$ cat src/rtl/clk_rst_seq.sv
// rtl/clk_rst_seq.sv - staged reset sequencer and lock-loss monitor for the CPU clock domain
module clk_rst_seq #(
    parameter int LOCK_CYCLES = 16,
    parameter int STAGE_GAP   = 8,
    parameter int SOFT_CYCLES = 4
) (
    input  logic       clk_in,
    input  logic       rst_n,
    input  logic       locked,
    input  logic       soft_rst_req,
    output logic       rst_mem_n,
    output logic       rst_cpu_n,
    output logic       rst_io_n,
    output logic       ready,
    output logic [3:0] loss_cnt,
    output logic [2:0] state
);

    typedef enum logic [2:0] {
        WAIT_LOCK = 3'd0,
        STABLE    = 3'd1,
        REL_MEM   = 3'd2,
        REL_CPU   = 3'd3,
        RUN       = 3'd4,
        SOFT      = 3'd5
    } state_t;

    localparam logic [7:0] LOCK_LAST  = 8'(LOCK_CYCLES - 1);
    localparam logic [7:0] GAP_LAST   = 8'(STAGE_GAP - 1);
    localparam logic [7:0] SOFT_LAST  = 8'(SOFT_CYCLES - 1);

    logic [1:0] sync_q, sync_d;
    logic       locked_s;
    state_t     state_q, state_d;
    logic [7:0] cnt_q, cnt_d;
    logic [3:0] loss_q, loss_d;
    logic       rst_mem_q, rst_mem_d;
    logic       rst_cpu_q, rst_cpu_d;
    logic       rst_io_q, rst_io_d;
    logic       ready_q, ready_d;
    logic       lost;

    assign sync_d   = {sync_q[0], locked};
    assign locked_s = sync_q[1];

    always_comb begin
        state_d = state_q;
        cnt_d   = cnt_q;
        loss_d  = loss_q;
        lost    = 1'b0;
        case (state_q)
            WAIT_LOCK: begin
                if (locked_s) state_d = STABLE;
            end
            STABLE: begin
                // Losing lock here is not counted: nothing has been released yet.
                if (!locked_s)               state_d = WAIT_LOCK;
                else if (cnt_q == LOCK_LAST) state_d = REL_MEM;
                else                         cnt_d = cnt_q + 8'd1;
            end
            REL_MEM: begin
                if (!locked_s)              lost = 1'b1;
                else if (cnt_q == GAP_LAST) state_d = REL_CPU;
                else                        cnt_d = cnt_q + 8'd1;
            end
            REL_CPU: begin
                if (!locked_s)              lost = 1'b1;
                else if (cnt_q == GAP_LAST) state_d = RUN;
                else                        cnt_d = cnt_q + 8'd1;
            end
            RUN: begin
                if (!locked_s)         lost = 1'b1;
                else if (soft_rst_req) state_d = SOFT;
            end
            SOFT: begin
                if (!locked_s)               lost = 1'b1;
                else if (cnt_q == SOFT_LAST) state_d = REL_CPU;
                else                         cnt_d = cnt_q + 8'd1;
            end
            default: state_d = WAIT_LOCK;
        endcase

        if (lost) begin
            state_d = WAIT_LOCK;
            if (loss_q != 4'hF) loss_d = loss_q + 4'd1;
        end
        if (state_d != state_q) cnt_d = 8'd0;

        // Outputs are decoded from the next state so they register on the transition edge.
        rst_mem_d = 1'b0;
        rst_cpu_d = 1'b0;
        rst_io_d  = 1'b0;
        ready_d   = 1'b0;
        case (state_d)
            REL_MEM: rst_mem_d = 1'b1;
            REL_CPU: begin
                rst_mem_d = 1'b1;
                rst_cpu_d = 1'b1;
            end
            RUN: begin
                rst_mem_d = 1'b1;
                rst_cpu_d = 1'b1;
                rst_io_d  = 1'b1;
                ready_d   = 1'b1;
            end
            SOFT:    rst_mem_d = 1'b1;
            default: ;
        endcase
    end

    always_ff @(posedge clk_in or negedge rst_n) begin
        if (!rst_n) begin
            sync_q    <= 2'b00;
            state_q   <= WAIT_LOCK;
            cnt_q     <= 8'd0;
            loss_q    <= 4'd0;
            rst_mem_q <= 1'b0;
            rst_cpu_q <= 1'b0;
            rst_io_q  <= 1'b0;
            ready_q   <= 1'b0;
        end else begin
            sync_q    <= sync_d;
            state_q   <= state_d;
            cnt_q     <= cnt_d;
            loss_q    <= loss_d;
            rst_mem_q <= rst_mem_d;
            rst_cpu_q <= rst_cpu_d;
            rst_io_q  <= rst_io_d;
            ready_q   <= ready_d;
        end
    end

    assign rst_mem_n = rst_mem_q;
    assign rst_cpu_n = rst_cpu_q;
    assign rst_io_n  = rst_io_q;
    assign ready     = ready_q;
    assign loss_cnt  = loss_q;
    assign state     = state_q;

endmodule

$ cat config.mk
export PLATFORM = sky130hd
export DESIGN_NAME = clk_rst_seq
export DESIGN_NICKNAME = d
export VERILOG_FILES = /design/src/rtl/clk_rst_seq.sv
export SDC_FILE = /design/constraint.sdc
export NUM_CORES = 1
export LEC_CHECK = 0
export CAP_MARGIN = 15
export CORE_MARGIN = 5
export CORE_UTILIZATION = 50
export DETAILED_ROUTE_END_ITERATION = 10
export PLACE_DENSITY = 0.71
export SLEW_MARGIN = 20
export SYNTH_ARGS = -nofsm -noshare
export SYNTH_HDL_FRONTEND = slang
export SYNTH_SLANG_ARGS = --single-unit
$ cat constraint.sdc
create_clock -name clk_in -period 1.9 [get_ports clk_in]
set_input_delay 0.38 -clock clk_in [delete_from_list [all_inputs] [get_ports clk_in]]
set_output_delay 0.38 -clock clk_in [all_outputs]
set_load 0.1 [all_outputs]
## Yosys cells after proc, flatten, opt, wreduce, memory -nomap -nowiden

Index checks and enable logic that the tools add are counted.

| storage, ports and cells | value |
|---|---|
| flip-flop bits (word level) | 20 |
| bits of input ports | 4 |
| output and inout bits | 11 |
| logic and storage cells | 63 |

| cells by class | value |
|---|---|
| add/sub/neg operators | 2 |
| equality and inequality tests | 20 |
| muxes and demuxes | 26 |
| reduce and logical (&&, ||, !) cells | 8 |

Operators by type and width:

| kind | number |
|---|---|
| 2-to-1 mux 8 bit | 7 |
| 2-to-1 mux 3 bit | 12 |
| case mux 8 bit (3 select lines) | 1 |
| case mux 3 bit (6 select lines) | 1 |
| == test 3 x 2 -> 1 bit (second input constant) | 4 |
| == test 3 bit (second input constant) | 4 |
| inequality test 3 bit (second input constant) | 4 |
| adder 8 x 1 -> 8 bit (second input constant) | 1 |
| == test 8 x 2 -> 1 bit (second input constant) | 1 |
| == test 8 x 3 -> 1 bit (second input constant) | 1 |
| == test 8 x 4 -> 1 bit (second input constant) | 1 |
| OR reduction 4 bit | 2 |
| AND reduction 7 bit | 1 |
| 2-to-1 mux 1 bit | 5 |
| adder 4 x 1 -> 4 bit (second input constant) | 1 |
| inequality test 4 bit (second input constant) | 1 |
| nonzero test 4 bit | 1 |
| OR reduction 2 bit | 2 |
| == test 3 x 1 -> 1 bit (second input constant) | 1 |
| logical NOT 3 bit | 1 |
| inequality test 3 x 1 -> 1 bit (second input constant) | 1 |
| inequality test 3 x 2 -> 1 bit (second input constant) | 1 |
| inequality test 3 bit | 1 |
| AND reduction 2 bit | 1 |

## Logic depth before layout (Yosys ltp)

| depth | value |
|---|---|
| depth after elaboration | 8 |
| gate-level depth with buffers | 7 |
| gate-level depth less buffers | 6 |

## Worst setup path before layout

OpenSTA, ideal clock, no wires.

| timing path | value |
|---|---|
| path type | reg-to-reg |
| start | reg state_q[1], in the netlist state[1] |
| end | reg cnt_q[1] |
| setup time | 0.096 ns |
| data arrival time | 2.075 ns |
| required time | 1.804 ns |
| setup slack | -0.271 ns |
| cell stages (with the launch flop) | 7 |
| path buffers | 1 |
| period minus slack after synthesis | 2.171 ns |
| path through | dfrtp_1 -> buf_4 -> inv_2 -> a32oi_1 -> a21oi_1 -> a211o_4 -> a311oi_2 |

| between the ends | value |
|---|---|
| longest elaborated chain between the ends | 7 |
| elaborated cells between the ends (all ways) | 33 |
| those cells by class | eq/ne (12); mux (16); reduce/logical (5) |

Ends and longest elaborated chain:

| item | RTL line | source |
|---|---|---|
| start, declared | 34 | `state_t state_q, state_d;` |
| start signal, assigned | 123 | `state_q <= state_d;` |
| 2-to-1 mux 3 bit (tied with other cells) | 77 | `else if (cnt_q == SOFT_LAST) state_d = REL_CPU;` |
| 2-to-1 mux 3 bit (tied with other cells) | 76 | `if (!locked_s) lost = 1'b1;` |
| case mux 3 bit (6 select lines) or 2-to-1 mux 1 bit (tied branches) | - |  |
| 2-to-1 mux 3 bit | 83 | `if (lost) begin` |
| inequality test 3 bit | 87 | `if (state_d != state_q) cnt_d = 8'd0;` |
| inequality test 3 bit (no line) (tied with other cells) | - |  |
| AND reduction 7 bit (no line) | - |  |
| end signal, assigned | 124 | `cnt_q <= cnt_d;` |
| end, declared | 35 | `logic [7:0] cnt_q, cnt_d;` |

Parallel ways exist; a longest one is shown, timed or not.
A chain may end at the register's enable or synchronous reset.

## Final worst setup path

| timing path | value |
|---|---|
| start | reg cnt_q[1] |
| end | reg cnt_q[1] |

| between the ends | value |
|---|---|
| longest elaborated chain between the ends | 8 |
| elaborated cells between the ends (all ways) | 31 |
| those cells by class | add/sub (1); eq/ne (10); mux (18); reduce/logical (2) |

Ends and longest elaborated chain:

| item | RTL line | source |
|---|---|---|
| == test 8 x 2 -> 1 bit (tied with other cells) | 77 |  |
| 2-to-1 mux 3 bit, on equally long branches (2 in a row) | - |  |
| case mux 3 bit (6 select lines) | 51 | `case (state_q)` |
| 2-to-1 mux 3 bit | 83 |  |
| inequality test 3 bit | 87 |  |
| inequality test 3 bit (no line) (tied with other cells) | - |  |
| AND reduction 7 bit (no line) | - |  |

Parallel ways exist; a longest one is shown, timed or not. The select of a mux whose other input is x is not followed.

==> metrics.txt <==
status=complete, no violations; Netlist cell types=just over 40; Fin. Hold Viols=0; core area=about 0.0024 mm²; RSZ-0062 raised after global routing=false; vias per cell=approximately 5.9; Remaining DRCs=0; Worst Hold Depth=0; Pwr per Cell Area=between 700 and 800 mW/mm²; Synth top area share=roughly two fifths; die area=~0.0036 mm²; worst skew pair latency=approximately 300 ps; Root Driver=clkbuf_4; first-pass iteration count of the detailed router=4; largest area contributor in the netlist=dfrtp_1; worst min-delay path class=reg -> reg; Area growth, synth to finish=23.4%; max_slew headroom=between 70 and 80%; reg2reg end=cnt_q[1]$_DFFE_PN0P_; Post-synth EDFFs=0; FILL cells=200; Finish-stage setup viols=0; Crit Reg-Reg Startpoint=cnt_q[1]$_DFFE_PN0P_; synth cell count leaders=20 x dfrtp_1, 14 x nor2_1, 10 x nand2_1; DRT iter0 DRCs=73; placed insts=between 150 and 200; cts bufs inserted=3; Synth Net Count=137; row count=18; WHS=364 ps; slowest cell delay on critical path=410 ps; Slowest-stage cell, CP=dfrtp_1; Ports=15; GRT overflow=0; clock skew=between 2 and 3 ps; Hold Crit Start=sync_q[0]$_DFF_PN0_; peak supply drop=approximately 0.00067 V; Required @ worst endpoint=roughly 2100 ps; layout net count=approximately 160; via count=1079; Routed Antenna Nets=0; largest net degree at the start of global routing=21; Startpoint Class=flip-flop; final WL=about 2500 µm; Syn Area/Cell=~9.4 µm²; worst path buffer plus inverter count=1; vias in the first global route=978; sequential area share after synthesis=roughly 41%; worst slew pin tran=roughly 400 ps; Antenna diodes=0; reg2reg setup slack=130 ps; Reg2Reg Depth=7; Max FO, Critical Path=8; Max Fclk=around 0.56 GHz; Final period util=between 90 and 100%; die width=59.7 µm; CTS tree=done; worst slack, placed=-19.5 ps; ys flop type=dfrtp_1; Hold Buf Count CTS=0; H-Tree Depth=1; CTS clk-pin slew, worst paths=110 ps; FFs w/ async S/R, synth=between 90% and 100%; Leakage=0.000655 µW; antenna violations before repair=0; Pins Over Slew Limit=0; Die H=between 50 and 60 µm; Sinks on Clock Net=20; global-route wire length before repair=approximately 4400 µm; starting density of the core=about half; post-DP HPWL=1910 µm; CP cell instances=ha_1 -> nor3b_4 -> nand2_1 -> buf_4 -> o21ai_0 -> a211o_4 -> a311oi_2; Worst Slack Setup Final=roughly 130 ps; top-count cell post-synth=dfrtp_1; top area cells in the synthesized netlist=dfrtp_1 41%, xor2_1 5.0%, nor2_1 4.3%; routed length per instance=approximately 14 µm; Final Critical Period=about 1800 ps; Routability Congestion=about 0.86; flops & latches, synth=20; fin area=roughly 0.0015 mm²; layout cell share with drive strength beyond 1=25.0%; Worst Path Class, Setup=reg -> reg; Syn Inst Count=about 130; Crit path max-delay family=compound AO/OA/AOI/OAI gates; I/O Buffers=14; final core utilization=between 60% and 70%; number of max-cap violations=0; gr usage total=between 15 and 20%; Hold EP=sync_q[1]$_DFF_PN0_; Non-Filler Instances=approximately 180; synth warn=0; Arr. time, crit path=1980 ps; Post-Syn Area=between 0.001 and 0.0015 mm²; Placement Cell Area=about 0.0015 mm²; Crit. End Element=flip-flop; Max clock buf depth=2
-- metrics by stage --
step / TNS (ps) / power (µW)
6_report: 0 / 1150
5_1_grt: 0 / 1220
4_1_cts: 0 / 1150
3_5_place_dp: -19.5 / 939
3_3_place_gp: 0 / 929
2_1_floorplan: 0 / 797
-- worst reg2reg max path, stage by stage, from the launching register on --
cell	delay (ps)
dfrtp_1	410
ha_1	200
nor3b_4	170
nand2_1	130
buf_4	120
o21ai_0	80
a211o_4	380
a311oi_2	190
-- power breakdown --
part           leakage (µW)  internal, µW  switching (µW)
logic              0.000378           183             228
clock network     0.0000150          81.8             125
registers          0.000262           467            61.0
total              0.000655           732             415
-- final cells by class --
cell class	count	area [µm²]	area share (%)
tap	30	37.5	2.46
multi-input combinational	96	644	42.3
inverter	7	26.3	1.72
clock buffer	4	26.3	1.72
sequential	20	507	33.3
timing repair buffer	25	283	18.6
-- layer usage --
| metal | GRT usage (%) | up-vias | share of wire [%] |
|---|---|---|---|
| li1 | - | 515 | - |
| met1 | 22.4 | 522 | 44 |
| met2 | 25.6 | 36 | 49 |
| met3 | 1.94 | 6 | 4.8 |
| met4 | 6.65 | 0 | 1.4 |
| met5 | 0 | - | 0 |
-- cells by family after synthesis --
group,Yosys count,share of synthesized area (%)
and+or+nand+nor,56,25.1
muxes,2,1.72
AOI/OAI and AO/OA,26,16.2
xor gates and xnor gates,10,7.09
adders and majority gates,2,2.03
buffers and inverters,15,7.29
DFF,20,40.5
-- timing repair --
| item | CTS | global route |
|---|---|---|
| resized for setup | 0 | 0 |
| endpoints found under the setup margin | 0 | 1 |
| hold endpoints to repair | 0 | 0 |
| setup buffers | 0 | 1 |
-- registers in the layout, indices dropped and copies added (netlist names) --
| register | flops |
|---|---|
| cnt_q | 8 |
| loss_cnt | 4 |
| ready | 1 |
| rst_cpu_n | 1 |
| rst_mem_n | 1 |
| state | 3 |
| sync_q | 2 |
-- worst max-delay path by stage --
| stage | start | end | cells after the start | slack, ps |
|---|---|---|---|---|
| 2_1_floorplan | state[1]$_DFF_PN0_ | cnt_q[1]$_DFFE_PN0P_ | 6 | 30 |
| 3_3_place_gp | soft_rst_req | cnt_q[1]$_DFFE_PN0P_ | 6 | 5 |
| 3_5_place_dp | soft_rst_req | cnt_q[1]$_DFFE_PN0P_ | 6 | -20 |
| 4_1_cts | cnt_q[1]$_DFFE_PN0P_ | cnt_q[1]$_DFFE_PN0P_ | 7 | 100 |
| 5_1_grt | cnt_q[0]$_DFFE_PN0P_ | cnt_q[1]$_DFFE_PN0P_ | 7 | 9 |
| 6_report | cnt_q[1]$_DFFE_PN0P_ | cnt_q[1]$_DFFE_PN0P_ | 7 | 130 |
-- cell usage in the layout (no fill, tap or decap), drive strengths merged, types with 2 or more instances in the layout --
cell type	synthesis	layout
a21oi	4	4
ha	2	2
o21ai	3	3
xor2	7	7
nor2b	4	4
nand2	10	10
clkdlybuf4s50	0	3
buf	8	22
a41oi	2	2
xnor2	3	3
nor3b	2	2
a311oi	2	2
o211ai	2	2
nand4	6	6
nand3	7	7
dfrtp	20	20
clkbuf	0	4
inv	7	7
nor2	14	14
a31oi	6	6
nand2b	4	4
nor3	2	2
(Power assumes the default switching activity.)
